$ cat config.mk
export PLATFORM = sky130hd
export DESIGN_NAME = vga_scan_engine
export DESIGN_NICKNAME = d
export VERILOG_FILES = /design/src/rtl/vga_pkg.sv /design/src/rtl/vga_axis_counter.sv /design/src/rtl/vga_scan_engine.sv
export SDC_FILE = /design/constraint.sdc
export NUM_CORES = 1
export LEC_CHECK = 0
export BUFFER_PORTS_ARGS = -buffer_cell sky130_fd_sc_hd__buf_2
export CAP_MARGIN = 25
export CORE_UTILIZATION = 30
export DETAILED_ROUTE_END_ITERATION = 10
export PLACE_DENSITY = 0.46
export SETUP_SLACK_MARGIN = 0.5
export SLEW_MARGIN = 25
export SYNTH_ARGS = -nofsm -noshare
export SYNTH_HDL_FRONTEND = slang
export SYNTH_SLANG_ARGS = --single-unit
$ cat constraint.sdc
create_clock -name clk -period 1.9 [get_ports clk]
set_clock_uncertainty 0.05 [all_clocks]
set_input_delay 0.285 -clock clk [delete_from_list [all_inputs] [get_ports clk]]
set_output_delay 0.285 -clock clk [all_outputs]
set_load 0.01 [all_outputs]
$ cat src/rtl/vga_pkg.sv
// vga_pkg: shared scan-state types, 640x480@60 default timing and a clog2 helper
package vga_pkg;
  localparam int VGA_H_ACTIVE = 640;
  localparam int VGA_H_FP     = 16;
  localparam int VGA_H_SYNC   = 96;
  localparam int VGA_H_BP     = 48;
  localparam int VGA_V_ACTIVE = 480;
  localparam int VGA_V_FP     = 10;
  localparam int VGA_V_SYNC   = 2;
  localparam int VGA_V_BP     = 33;
  localparam logic [1:0] R_ACT   = 2'd0;
  localparam logic [1:0] R_FRONT = 2'd1;
  localparam logic [1:0] R_SYNC  = 2'd2;
  localparam logic [1:0] R_BACK  = 2'd3;
  typedef enum logic [1:0] {H_ACT, H_FRONT, H_SYNC, H_BACK} h_state_t;
  typedef enum logic [1:0] {V_ACT, V_FRONT, V_SYNC, V_BACK} v_state_t;
  function automatic int clog2(input int v);
    int r;
    r = 0;
    while ((1 << r) < v) r++;
    return (r < 1) ? 1 : r;
  endfunction
endpackage

$ cat src/rtl/vga_axis_counter.sv
// vga_axis_counter: one scan axis -- count, region and wrap over four regions
// Ports: clk, resetn (sync, active-low), adv (advance enable),
//        count (current position), state (R_ACT..R_BACK), wrap (advancing from last count)
module vga_axis_counter import vga_pkg::*; #(
  parameter int R0 = 1,
  parameter int R1 = 0,
  parameter int R2 = 1,
  parameter int R3 = 0,
  parameter int W  = clog2(R0 + R1 + R2 + R3)
) (
  input  logic         clk,
  input  logic         resetn,
  input  logic         adv,
  output logic [W-1:0] count,
  output logic [1:0]   state,
  output logic         wrap
);
  localparam int TOTAL = R0 + R1 + R2 + R3;
  logic [W-1:0] count_q, count_d;
  assign wrap  = adv && (count_q == W'(TOTAL - 1));
  assign count = count_q;
  // Region decoded from the count; zero-length regions never match, so they are skipped.
  always_comb begin
    count_d = !adv ? count_q : wrap ? '0 : count_q + 1'b1;
    state   = (int'(count_q) < R0)           ? R_ACT   :
              (int'(count_q) < R0 + R1)      ? R_FRONT :
              (int'(count_q) < R0 + R1 + R2) ? R_SYNC  : R_BACK;
  end
  always_ff @(posedge clk) begin
    count_q <= !resetn ? '0 : count_d;
  end
endmodule

$ cat src/rtl/vga_scan_engine.sv
// vga_scan_engine: VGA raster timing with registered colour/sync/de outputs
// Ports: clk, resetn (sync, active-low), pix_ce (pixel enable), rgb_in (pixel for line/offset),
//        line/offset (live counters), color/hsync/vsync/de (one tick behind line/offset),
//        line_start/frame_start (one-clk pulses), fb_addr (only with VGA_FB_ADDR_EN defined)
module vga_scan_engine import vga_pkg::*; #(
  parameter int H_ACTIVE = VGA_H_ACTIVE,
  parameter int H_FP     = VGA_H_FP,
  parameter int H_SYNC   = VGA_H_SYNC,
  parameter int H_BP     = VGA_H_BP,
  parameter int V_ACTIVE = VGA_V_ACTIVE,
  parameter int V_FP     = VGA_V_FP,
  parameter int V_SYNC   = VGA_V_SYNC,
  parameter int V_BP     = VGA_V_BP,
  parameter int COLOR_W  = 3,
  parameter int SYNC_NEG = 1
) (
  input  logic                                            clk,
  input  logic                                            resetn,
  input  logic                                            pix_ce,
  input  logic [COLOR_W-1:0]                              rgb_in,
  output logic [clog2(V_ACTIVE+V_FP+V_SYNC+V_BP)-1:0]     line,
  output logic [clog2(H_ACTIVE+H_FP+H_SYNC+H_BP)-1:0]     offset,
  output logic [COLOR_W-1:0]                              color,
  output logic                                            hsync,
  output logic                                            vsync,
  output logic                                            de,
`ifdef VGA_FB_ADDR_EN
  output logic [clog2(H_ACTIVE*V_ACTIVE)-1:0]             fb_addr,
`endif
  output logic                                            line_start,
  output logic                                            frame_start
);
  localparam int HW = clog2(H_ACTIVE + H_FP + H_SYNC + H_BP);
  localparam int VW = clog2(V_ACTIVE + V_FP + V_SYNC + V_BP);
  localparam logic SYNC_IDLE = logic'(SYNC_NEG != 0);
  if (H_ACTIVE < 1 || V_ACTIVE < 1 || H_SYNC < 1 || V_SYNC < 1) begin : g_bad_cfg
    $error("vga_scan_engine: H_ACTIVE, V_ACTIVE, H_SYNC and V_SYNC must be >= 1");
  end
  logic [1:0] h_raw, v_raw;
  logic h_wrap, v_wrap, act;
  h_state_t h_state;
  v_state_t v_state;
  logic [COLOR_W-1:0] color_q, color_d;
  logic hs_q, hs_d, vs_q, vs_d, de_q, de_d, ls_q, ls_d, fs_q, fs_d;
  vga_axis_counter #(.R0(H_ACTIVE), .R1(H_FP), .R2(H_SYNC), .R3(H_BP), .W(HW)) u_h (
    .clk(clk), .resetn(resetn), .adv(pix_ce), .count(offset), .state(h_raw), .wrap(h_wrap)
  );
  // The vertical axis steps only when the horizontal axis wraps on a pixel tick.
  vga_axis_counter #(.R0(V_ACTIVE), .R1(V_FP), .R2(V_SYNC), .R3(V_BP), .W(VW)) u_v (
    .clk(clk), .resetn(resetn), .adv(h_wrap), .count(line), .state(v_raw), .wrap(v_wrap)
  );
  assign h_state = h_state_t'(h_raw);
  assign v_state = v_state_t'(v_raw);
  assign act     = (h_state == vga_pkg::H_ACT) && (v_state == vga_pkg::V_ACT);
  always_comb begin
    de_d    = pix_ce ? act : de_q;
    color_d = pix_ce ? (act ? rgb_in : '0) : color_q;
    hs_d    = pix_ce ? ((h_state == vga_pkg::H_SYNC) ^ SYNC_IDLE) : hs_q;
    vs_d    = pix_ce ? ((v_state == vga_pkg::V_SYNC) ^ SYNC_IDLE) : vs_q;
    ls_d    = h_wrap;
    fs_d    = v_wrap;
  end
  always_ff @(posedge clk) begin
    if (!resetn) begin
      color_q <= '0;
      hs_q    <= SYNC_IDLE;
      vs_q    <= SYNC_IDLE;
      de_q    <= 1'b0;
      ls_q    <= 1'b0;
      fs_q    <= 1'b0;
    end else begin
      color_q <= color_d;
      hs_q    <= hs_d;
      vs_q    <= vs_d;
      de_q    <= de_d;
      ls_q    <= ls_d;
      fs_q    <= fs_d;
    end
  end
  assign color       = color_q;
  assign hsync       = hs_q;
  assign vsync       = vs_q;
  assign de          = de_q;
  assign line_start  = ls_q;
  assign frame_start = fs_q;
`ifdef VGA_FB_ADDR_EN
  // base_q is the address of pixel 0 on the current line, accumulated by H_ACTIVE
  // per active line; last_q remembers the most recent active address for blanking.
  localparam int AW = clog2(H_ACTIVE * V_ACTIVE);
  logic [AW-1:0] base_q, base_d, last_q, last_d, addr;
  assign addr = base_q + AW'(offset);
  always_comb begin
    base_d = v_wrap ? '0 : (h_wrap && v_state == vga_pkg::V_ACT) ? base_q + AW'(H_ACTIVE) : base_q;
    last_d = (pix_ce && act) ? addr : last_q;
  end
  always_ff @(posedge clk) begin
    base_q <= !resetn ? '0 : base_d;
    last_q <= !resetn ? '0 : last_d;
  end
  assign fb_addr = act ? addr : last_q;
`endif
endmodule

=== After elaboration in Yosys (flattened, before gate mapping) ===
Index checks and enable logic that the tools add are counted.

* Input bits: 6
* Output and inout bits: 28
* Logic and storage cells: 36
* Register bits after elaboration: 28

* Mux-type cells: 9
* Equal/unequal tests: 4
* Bitwise gates (word level): 2
* Order comparisons: 6
* Add/subtract/negate cells: 2
* Reduce and logical (&&, ||, !) cells: 5

{| class="wikitable"
|+ Operators by type and width
! kind !! count
|-
| $lt A10 B10 Y1 const B || 3
|-
| $lt A10 B9 Y1 const B || 3
|-
| $add A10 B1 Y10 const B || 2
|-
| $eq A10 B10 Y1 const B || 2
|-
| $mux W10 || 2
|-
| $mux W2 || 4
|-
| $eq A2 B2 Y1 const B || 2
|-
| $logic_not A2 Y1 || 2
|-
| $logic_and A1 B1 Y1 || 3
|-
| $mux W3 || 1
|-
| $mux W1 || 2
|-
| $not A1 Y1 || 2
|}

=== Logic depth before layout (Yosys ltp) ===
* Word-level depth: 7
* Gate-level depth with buffers: 6
* Mapped depth without buffers: 6

=== Modules after synthesis ===
Synthesis repeated with hierarchy kept, for this count alone.

* Cells, all modules: 146
* Area total of the unflattened synthesis: 1430.1 µm²

{| class="wikitable"
|+ Modules (own cells, without submodules)
! module !! times used !! cells an instance !! area an instance (µm²)
|-
| vga_axis_counter at u_h || 1 || 62 || 578.1
|-
| vga_axis_counter at u_v || 1 || 61 || 563.0
|-
| vga_scan_engine || 1 || 23 || 289.0
|}

=== Least setup slack after synthesis ===
Ideal clock, no wire load.

* Path kind: register -> register
* Start point: reg u_h.count_q[6], in the netlist u_h.count[6]
* End point: reg u_v.count_q[7], in the netlist u_v.count[7]
* Slack: 0.206 ns
* Buffers on the path: 1
* Data arrival time: 1.571 ns
* Cell stages (with the launch flop): 6
* Period minus slack after synthesis: 1.694 ns
* Path through: dfxtp_1 -> buf_2 -> nor4b_4 -> nand4_2 -> or4_1 -> a21oi_1

* Word-level cells in the longest chain between the ends: 4

{| class="wikitable"
|+ Ends and longest elaborated chain
! element !! line !! source
|-
| start: declaration || vga_axis_counter.sv:19 || <nowiki>logic [W-1:0] count_q, count_d;</nowiki>
|-
| start signal: assignment || vga_axis_counter.sv:30 || <nowiki>count_q <= !resetn ? '0 : count_d;</nowiki>
|-
| $eq A10 B10 Y1 * || vga_axis_counter.sv:20 || <nowiki>assign wrap = adv && (count_q == W'(TOTAL - 1));</nowiki>
|-
| $logic_and A1 B1 Y1 * || vga_axis_counter.sv:20 ||
|-
| $logic_and A1 B1 Y1 || vga_axis_counter.sv:20 ||
|-
| $mux W10 || vga_axis_counter.sv:24 || <nowiki>count_d = !adv ? count_q : wrap ? '0 : count_q + 1'b1;</nowiki>
|-
| end signal: assignment || vga_axis_counter.sv:30 ||
|-
| end: declaration || vga_axis_counter.sv:19 ||
|}

Mark *: on every way between the ends. The rest lies on a longest branch, timed or not.
A chain may end at the register's enable or synchronous reset.

=== Worst setup path after layout ===
* Start point: reg u_h.count_q[7], in the netlist u_h.count[7]
* End point: reg u_v.count_q[6], in the netlist u_v.count[6]

Same word-level chain as after synthesis.

==> impl_results.md <==
- Status: finished, final reports clean
- Inst Count DP: 231
- CP Launch Type: register
- Sw power: 0.2403 mW
- Max Cap Viol: 0
- Max FO, Critical Path: 7
- Most frequent cell after synthesis: dfxtp_1
- Synth top area cells: dfxtp_1, nor2_1, a21oi_1
- GRT busiest layer: met2
- Layout cells sized above 1: ~45%
- DIE WIDTH: 67.35 um
- Most common library cells after synthesis: dfxtp_1, nor2_1, a21oi_1, nand2_1
- Cells after Synth: 146
- M2 GR Usage: 27.88%
- Final WL: around 3600 um
- P_int: 0.8421 mW
- CTS sink count: 28
- DR iter-0 viols: 52
- Syn. warnings: 0
- Sequential share of the synthesized area: a little over two fifths
- Die ar.: 0.004536 mm^2
- Final non-filler cell total: between 200 and 300
- Top-Level Pins: 34
- Nets@finish: 211
- Clock share of power: between 30% and 40%
- Fin crit period: 1.592 ns
- Highest Clock Rate: 628.1 MHz
- Critical Path AT: between 1.5 and 2 ns
- Root Buffer: clkbuf_8
- DR pass1 iterations: 4
- Number of synthesized flops with an enable pin: 0
- Fin. max-slew vios: 0
- Diodes inserted: 0
- Core area: 0.004058 mm^2
- Synth-to-Final Area Change: 47.27%
- Hold_buf cts: 0
- Die H: 67.35 um
- Synth Cell Area: 0.001281 mm^2
- All-Layer GR Usage: 16.85%
- Largest net degree at the start of global routing: 17
- Global-route wire length before repair: 5747 um
- FF-to-FF path depth: 5
- Hold Crit Class: input pin to register
- Final Hold Vio Count: 0
- I/O Buffers: 33
- Vias in the first global route: 1,185
- Worst Hold Depth: 3
- CP endpoint kind: register
- Cell Pwr Density: 573.7 mW/mm^2
- Share of the synthesized area in the top cell type: 43.75%
- FP Rows: 23
- Met3 Use GR: 2.534%
- CP Class: register to register
- Leak: 0.7639 nW
- DR DRC count: 0
- Routed wire per std cell: 14.28 um
- DP HPWL: 2455 um
- CTS buffer count: 3
- Sequential Power Share: 55.1%
- Final setup viols: 0
- Worst vdd ir: 282.6 uV
- Initial Util: 31.58%
- Slew margin rel.: 76.06%
- Yosys reg bits: 28
- Fin crit share: 83.80%
- Clock Latency Late Sink: 0.28 ns
- Core Util, Final: between 40% and 50%
- Vias/cell: about 5.2
- Data required, critical path: 2.06 ns
- GPL Wtd Cong: 0.7976
- Met1 global-route usage: between 20% and 30%
- Syn nets: roughly 160
- Combinational power share: 5.8%
- Netlist cell types: 36
- Unrepaired setup endpoints after global routing: yes
- Initial antenna violation count: 0
- Switch share: 22.20%
- Layout fillers: 402
- CTS tree: done
- Max clock buf depth: 2
- Top FF cell, synth: dfxtp_1
- Worst slew pin tran: 0.3569 ns
- Average cell area after synthesis: 8.776 um^2
- Post-DRT Antenna Nets: 0
- Largest area contributor in the netlist: dfxtp_1
- Routed vias: 1,305
- Accumulated negative setup slack: 0 ns
- Fraction of registers with async set/reset: 0%
- Total global routing overflow: 0
- Reg clk slew, reported paths: 0.10 ns
- Maximum level of the CTS H-tree: 1
==> flip-flops by register name, indices dropped and copies added, names as in the netlist <==
| register | flops |
|---|---|
| hsync | 1 |
| frame_start | 1 |
| color | 3 |
| u_h.count | 10 |
| de | 1 |
| u_v.count | 10 |
| line_start | 1 |
| vsync | 1 |
==> area by class of cell <==
type / count / area [um^2] / area share, %
Inverter: 5 / 18.77 / 0.9947
Multi-Input combinational cell: 110 / 813.3 / 43.10
Timing Repair Buffer: 54 / 334.1 / 17.71
Sequential cell: 28 / 591.8 / 31.37
Clock buffer: 4 / 66.31 / 3.515
Tap cell: 50 / 62.56 / 3.316
==> repair_timing <==
item                       CTS  global route
hold endpoints to repair     0             0
cloned                       2             0
setup buffers               10             4
gates resized for setup     17            13
setup endpoints to repair   20            24
pin swaps                    6             7
==> power groups by stage <==
stage	logic, mW	registers, mW	clock network [mW]
floorplan	0.0270	0.616	0
global placement	0.0573	0.612	0
detailed placement	0.0577	0.613	0
CTS	0.0623	0.597	0.432
global route	0.0696	0.598	0.456
finish	0.0627	0.597	0.423
==> layout by cell type (no fill, tap or decap), types with 2 or more instances in the layout <==
cell type	instances
nor2b_1	2
dfxtp_4	6
buf_6	3
nand4_1	8
a21oi_1	8
buf_2	33
nor3_1	3
buf_4	18
dfxtp_2	7
o31ai_1	2
a21oi_2	3
dfxtp_1	15
clkbuf_8	3
xor2_1	6
nand2_1	10
nand3_1	6
o21ai_1	5
ha_4	2
nor2_1	16
inv_1	3
and3_1	3
xnor2_1	4
and4_4	2
o21ai_0	3
nand4_4	2
or3_1	5
and4b_1	2
==> logic make-up (layout without fill, tap and decap cells) <==
kind of cell,count (synthesis),count (layout),synth area share [%]
AND/OR/NAND/NOR,70,71,32.13
flip-flops,28,28,43.75
AO/OA/AOI/OAI,25,26,10.74
XOR/XNOR,10,10,6.836
buffers and inverters,10,63,3.612
adder cells (fa/ha/maj),3,3,2.930
==> worst paths after layout <==
kind,from,endpoint,slack (ns)
worst max register to register,u_h.count[7]$_SDFFE_PN0P_,u_v.count[6]$_SDFFE_PN0N_,0.31
worst min register to register,hsync$_SDFFE_PN1P_,hsync$_SDFFE_PN1P_,0.44
worst min-delay path,rgb_in[1],color[1]$_SDFFE_PN0P_,0.19
worst max-delay path,u_h.count[7]$_SDFFE_PN0P_,u_v.count[6]$_SDFFE_PN0N_,0.31
==> metal layers <==
layer	wire (um)	part of all wire, %
met2	1691	47
met5	0	0
met3	99	2.8
met1	1772	49
met4	21	0.59
==> critical path, cell delays in order, from the launching register on <==
cell,delay (ns)
dfxtp_2,0.35
buf_4,0.16
and4b_1,0.24
nand4_1,0.21
or3_1,0.42
a21oi_2,0.12
==> stage by stage <==
stage	power [mW]	hold WS [ns]	setup WS, ns	cell area [um^2]
finish	1.082	0.1874	0.3078	1887
floorplan	0.6435	0.3741	0.3419	1335
global placement	0.6694	0.4270	0.2254	1572
CTS	1.091	0.1846	0.3018	1807
global route	1.124	0.1819	0.2148	1887
detailed placement	0.6703	0.4236	0.1370	1572
(Power assumes the default switching activity.)
